**src/rtl/instruction_register_pkg.sv**
```systemverilog
// Shared processor definitions: instruction word width, fixed field
// positions inside the instruction word, and the opcode encoding used
// by the control unit.
package instruction_register_pkg;

    localparam int WIDTH      = 16;
    localparam int OPCODE_W   = 5;
    localparam int REG_W      = 3;
    localparam int OPCODE_MSB = 15;
    localparam int REG_X_LSB  = 8;
    localparam int REG_Y_LSB  = 5;
    localparam int IMM_W      = 8;

    // Opcode encoding as seen by the control unit (top five bits of the word).
    typedef enum logic [OPCODE_W-1:0] {
        OP_NOP  = 5'h00,
        OP_ADD  = 5'h01,
        OP_SUB  = 5'h02,
        OP_AND  = 5'h03,
        OP_OR   = 5'h04,
        OP_XOR  = 5'h05,
        OP_LDI  = 5'h08,
        OP_LD   = 5'h09,
        OP_ST   = 5'h0A,
        OP_BEQ  = 5'h10,
        OP_BNE  = 5'h11,
        OP_JMP  = 5'h12,
        OP_HALT = 5'h1F
    } opcode_e;

    // Opcode field of an instruction word.
    function automatic logic [OPCODE_W-1:0] get_opcode(input logic [WIDTH-1:0] word);
        return word[OPCODE_MSB -: OPCODE_W];
    endfunction

endpackage

```
**src/rtl/instruction_register.sv**
```systemverilog
// Instruction register: captures the fetched instruction word on ir_load and
// presents it, with fixed-position decoded fields, until the next load.
// All outputs come from the stored word only; in_value never reaches an
// output combinationally.
module instruction_register
    import instruction_register_pkg::*;
#(
    parameter int WIDTH    = instruction_register_pkg::WIDTH,
    parameter int OPCODE_W = instruction_register_pkg::OPCODE_W,
    parameter int REG_W    = instruction_register_pkg::REG_W
) (
    input  logic                clk,
    input  logic                reset,
    input  logic                ir_load,
    input  logic [WIDTH-1:0]    in_value,
    output logic [WIDTH-1:0]    out_value,
    output logic [OPCODE_W-1:0] opcode,
    output logic [REG_W-1:0]    reg_x,
    output logic [REG_W-1:0]    reg_y,
    output logic [IMM_W-1:0]    imm,
    output logic                valid
);

    logic [WIDTH-1:0] r_value;
    logic             r_valid;

    // Storage register: async clear, load on ir_load, otherwise hold.
    always_ff @(posedge clk or posedge reset) begin
        if (reset) begin
            r_value <= '0;
            r_valid <= 1'b0;
        end else if (ir_load) begin
            r_value <= in_value;
            r_valid <= 1'b1;
        end
    end

    assign out_value = r_value;
    assign valid     = r_valid;

    // Decoded fields are plain slices of the held word; reg_y and imm overlap
    // on purpose and the control unit picks one based on the opcode.
    assign opcode = r_value[OPCODE_MSB -: OPCODE_W];
    assign reg_x  = r_value[REG_X_LSB +: REG_W];
    assign reg_y  = r_value[REG_Y_LSB +: REG_W];
    assign imm    = r_value[IMM_W-1:0];

endmodule

```
**config.mk**
```make
export PLATFORM = sky130hd
export DESIGN_NAME = instruction_register
export DESIGN_NICKNAME = d
export VERILOG_FILES = /design/src/rtl/instruction_register_pkg.sv /design/src/rtl/instruction_register.sv
export SDC_FILE = /design/constraint.sdc
export NUM_CORES = 1
export LEC_CHECK = 0
export ABC_AREA = 1
export BUFFER_PORTS_ARGS = -buffer_cell sky130_fd_sc_hd__clkbuf_2
export CORE_MARGIN = 5
export CORE_UTILIZATION = 43
export CTS_CLUSTER_SIZE = 16
export DETAILED_ROUTE_END_ITERATION = 8
export PLACE_DENSITY_LB_ADDON = 0.05
export SYNTH_ARGS = -nofsm -noshare
export SYNTH_HDL_FRONTEND = slang
export SYNTH_SLANG_ARGS = --single-unit
export TNS_END_PERCENT = 30
```
**constraint.sdc**
```tcl
create_clock -name clk -period 2 [get_ports clk]
set_input_delay 0.2 -clock clk [delete_from_list [all_inputs] [get_ports clk]]
set_output_delay 0.2 -clock clk [all_outputs]
set_load 0.02 [all_outputs]
```
# Yosys cells after proc, flatten, opt, wreduce, memory -nomap -nowiden
# Index checks and enable logic that the tools add are counted.
# totals
register_bits,17
inputBits,19
output_inout_bits,36
wordCells,2

# Logic depth before layout (Yosys ltp)
# logic_depth
ltp_word,0
mapped_depth,5
depth_no_buf,3

# Worst setup path before layout
# No wires, ideal clock.
# synth_timing
path_type,reg-to-output
start,"register r_value[5], in the netlist out_value[5]"
end,output out_value[5]
t_arrival_ns,0.662
t_required_ns,1.800
setup_slack_ns,1.138
path_stages_with_launch,2
n_path_buf,1
cell_sequence,dfrtp_1 > buf_4
# synth_rtl
item,line_no,rtl
start: declaration,instruction_register.sv:24,logic [WIDTH-1:0] r_value;
start signal: assignment,instruction_register.sv:33,r_value <= in_value;
end: declaration,instruction_register.sv:16,"output logic [WIDTH-1:0] out_value,"
# No word-level cell between the ends.

# Worst setup path after layout
# layout_timing
start,"register r_value[6], in the netlist out_value[6]"
end,output imm[6]
# layout_rtl
item,line_no,rtl
end: declaration,instruction_register.sv:20,"output logic [IMM_W-1:0] imm,"
# No word-level cell between the ends.

==> impl_metrics.ini <==
[run_status]
status = finished, final reports clean

[floorplanning]
rows = 15
core_um2 = 1764
fp.dieArea_um2 = 2886
die_h_um = 53.73
ios = 55
die-width_um = 53.73
start_util = 0.4660

[logic_synthesis]
avgSynthCellArea_um2 = 9.134
ys_seq_area_frac = 0.5175
synth_nets = 109
synth_cells = 90
ys_types = 9
ys_ff_latch = 17
syn_area_um2 = 822.0
ys_warn_count = 0

[cts]
clk_pin_slew_worst_paths_ns = 0.10
clk_latency_ns = 0.28
cts_root_buffer = clkbuf_4
clockBufferDepth = 2
cts_tree = done
cts_buffers = 3
htreeDepth = 1
postCtsSetupBuffers = 0
clock-sinks = 17
cts_resized = 0

[finish]
drive_gt1_frac = 0.4961
finalNetCount = 147
final_core_util = 0.5525
postLayoutCellArea_um2 = 974.7
finalNonFillerCells = 152
synthToLayoutAreaGrowth_pct = 18.57
antennaDiodeCount = 0
fill_cells = 193

[pwr]
finalPower_mw = 0.7871
cellPowerDensity_nw_per_um2 = 807.5
p_leak_nw = 0.6018
ir_drop_mv = 0.3755

[timing]
skew_ns = 0
period_needed_ns = 1.084
rsz0062_at_grt = false
slew_viol_final = 0
fmax_ghz = 0.9222
finalHoldViolations = 0
min_period_over_period = 0.5422
slew_headroom = 0.5771
worst_pin_slew_ns = 0.6337
tns_ns = 0
setup_viol = 0

[placement]
placed_area_um2 = 938.4
dp_hpwl_um = 1244
place.gp.congestion = 0.6273
portBuffers = 54
place_inst = 147

[global_routing]
grt-ovfl-total = 0
antenna_found_initial = 0
grt_max_degree = 19
grt_pass1_vias = 588
grt_pass1_wl_um = 2511
grt_util_all_layers = 0.1234

[setup_path]
critical_path.cell_chain = clkbuf_2
crit_type = register to output pin
startpoint_type = register
cp-end-kind = output pin
cp_num_buf_inv = 1
path_delay_family = flip-flops
crit_required_ns = 1.80
reg2reg_slack_ns = 1.31
arrival_ns = 0.88
cp_max_fo = 4
cpMaxStageDelayCell = dfrtp_1
cpPeakStageDelay_ns = 0.41

[route]
route.detailed.drc = 0
via_per_inst = 4.197
via_count = 638
antenna_left = 0
wl_per_cell_um = 10.68
firstDrtPassIters = 2
drt_iter0_markers = 1
finalWirelength_um = 1624

[run]
maxCapViolCount = 0

[min_path]
min_path_type = primary input to register
-- state kept, by name, indices dropped and copies added (netlist names) --
name       cells
valid          1
out_value     16
-- synthesized netlist by cell type --
library cell | count | share of area
or2_1 | 1 | 0.0076
nand2_1 | 43 | 0.20
nand2_2 | 5 | 0.038
buf_6 | 2 | 0.027
inv_1 | 1 | 0.0046
inv_6 | 1 | 0.011
dfrtp_1 | 17 | 0.52
buf_12 | 1 | 0.024
buf_4 | 19 | 0.17
-- area by class of cell --
type,instances,area [um^2],area share
clock buffers,4,26.28,0.02696
flip-flops and latches,17,425.4,0.4365
inverters,2,12.51,0.01284
well taps,25,31.28,0.03209
multi-input cells,49,198.9,0.2041
repair buffers,55,280.3,0.2875
-- logic make-up (layout without fill, tap and decap cells) --
| logic type | Yosys count | count (layout) | synth area share |
|---|---|---|---|
| and+or+nand+nor | 49 | 49 | 0.2420 |
| buffers and inverters | 24 | 61 | 0.2405 |
| DFF | 17 | 17 | 0.5175 |
-- report_power, final --
part	internal [mW]	total (mW)	leakage, nW	switching, mW
registers	0.372	0.396	0.204	0.0238
logic	0.0687	0.209	0.383	0.140
clock network	0.0774	0.182	0.0150	0.105
total	0.518	0.787	0.602	0.269
-- cells in the final DEF, fill, tap and decap left out, drive strengths merged --
master,instances
clkbuf,58
nand2,48
dfrtp,17
inv,2
or2,1
dlygate4sd3,1
-- what timing repair did --
| action | 4_1_cts | 5_1_grt |
|---|---|---|
| endpoints found under the hold margin | 17 | 0 |
| hold buffers | 1 | 0 |
| endpoints found under the setup margin | 0 | 0 |
-- path summary, 6_finish.rpt --
| path | from | to | cells after the start |
|---|---|---|---|
| max | out_value[6]$_DFFE_PP0P_ | imm[6] | 1 |
| max reg2reg | valid$_DFFE_PP0P_ | valid$_DFFE_PP0P_ | 1 |
| min in group asynchronous | reset | out_value[13]$_DFFE_PP0P_ | 3 |
| min | in_value[5] | out_value[5]$_DFFE_PP0P_ | 3 |
| max in group asynchronous | reset | valid$_DFFE_PP0P_ | 3 |
| min reg2reg | valid$_DFFE_PP0P_ | valid$_DFFE_PP0P_ | 1 |
-- stage by stage --
step / setup WS (ns) / hold WS (ns)
floorplan: 1.138 / 0.1261
global placement: 1.076 / 0.3023
detailed placement: 1.063 / 0.3108
CTS: 0.9007 / 0.09481
global route: 0.8538 / 0.08422
finish: 0.9157 / 0.09983
-- metal layers --
| layer | vias to the layer above | global-route usage | share of wire | wire [um] |
|---|---|---|---|---|
| met5 | - | 0 | 0 | 0 |
| li1 | 324 | - | - | - |
| met1 | 281 | 0.1419 | 0.40 | 642 |
| met4 | 0 | 0.07660 | 0.022 | 36 |
| met2 | 29 | 0.2016 | 0.49 | 797 |
| met3 | 4 | 0.03324 | 0.091 | 147 |
No activity file was read; power rests on OpenSTA's default activity.
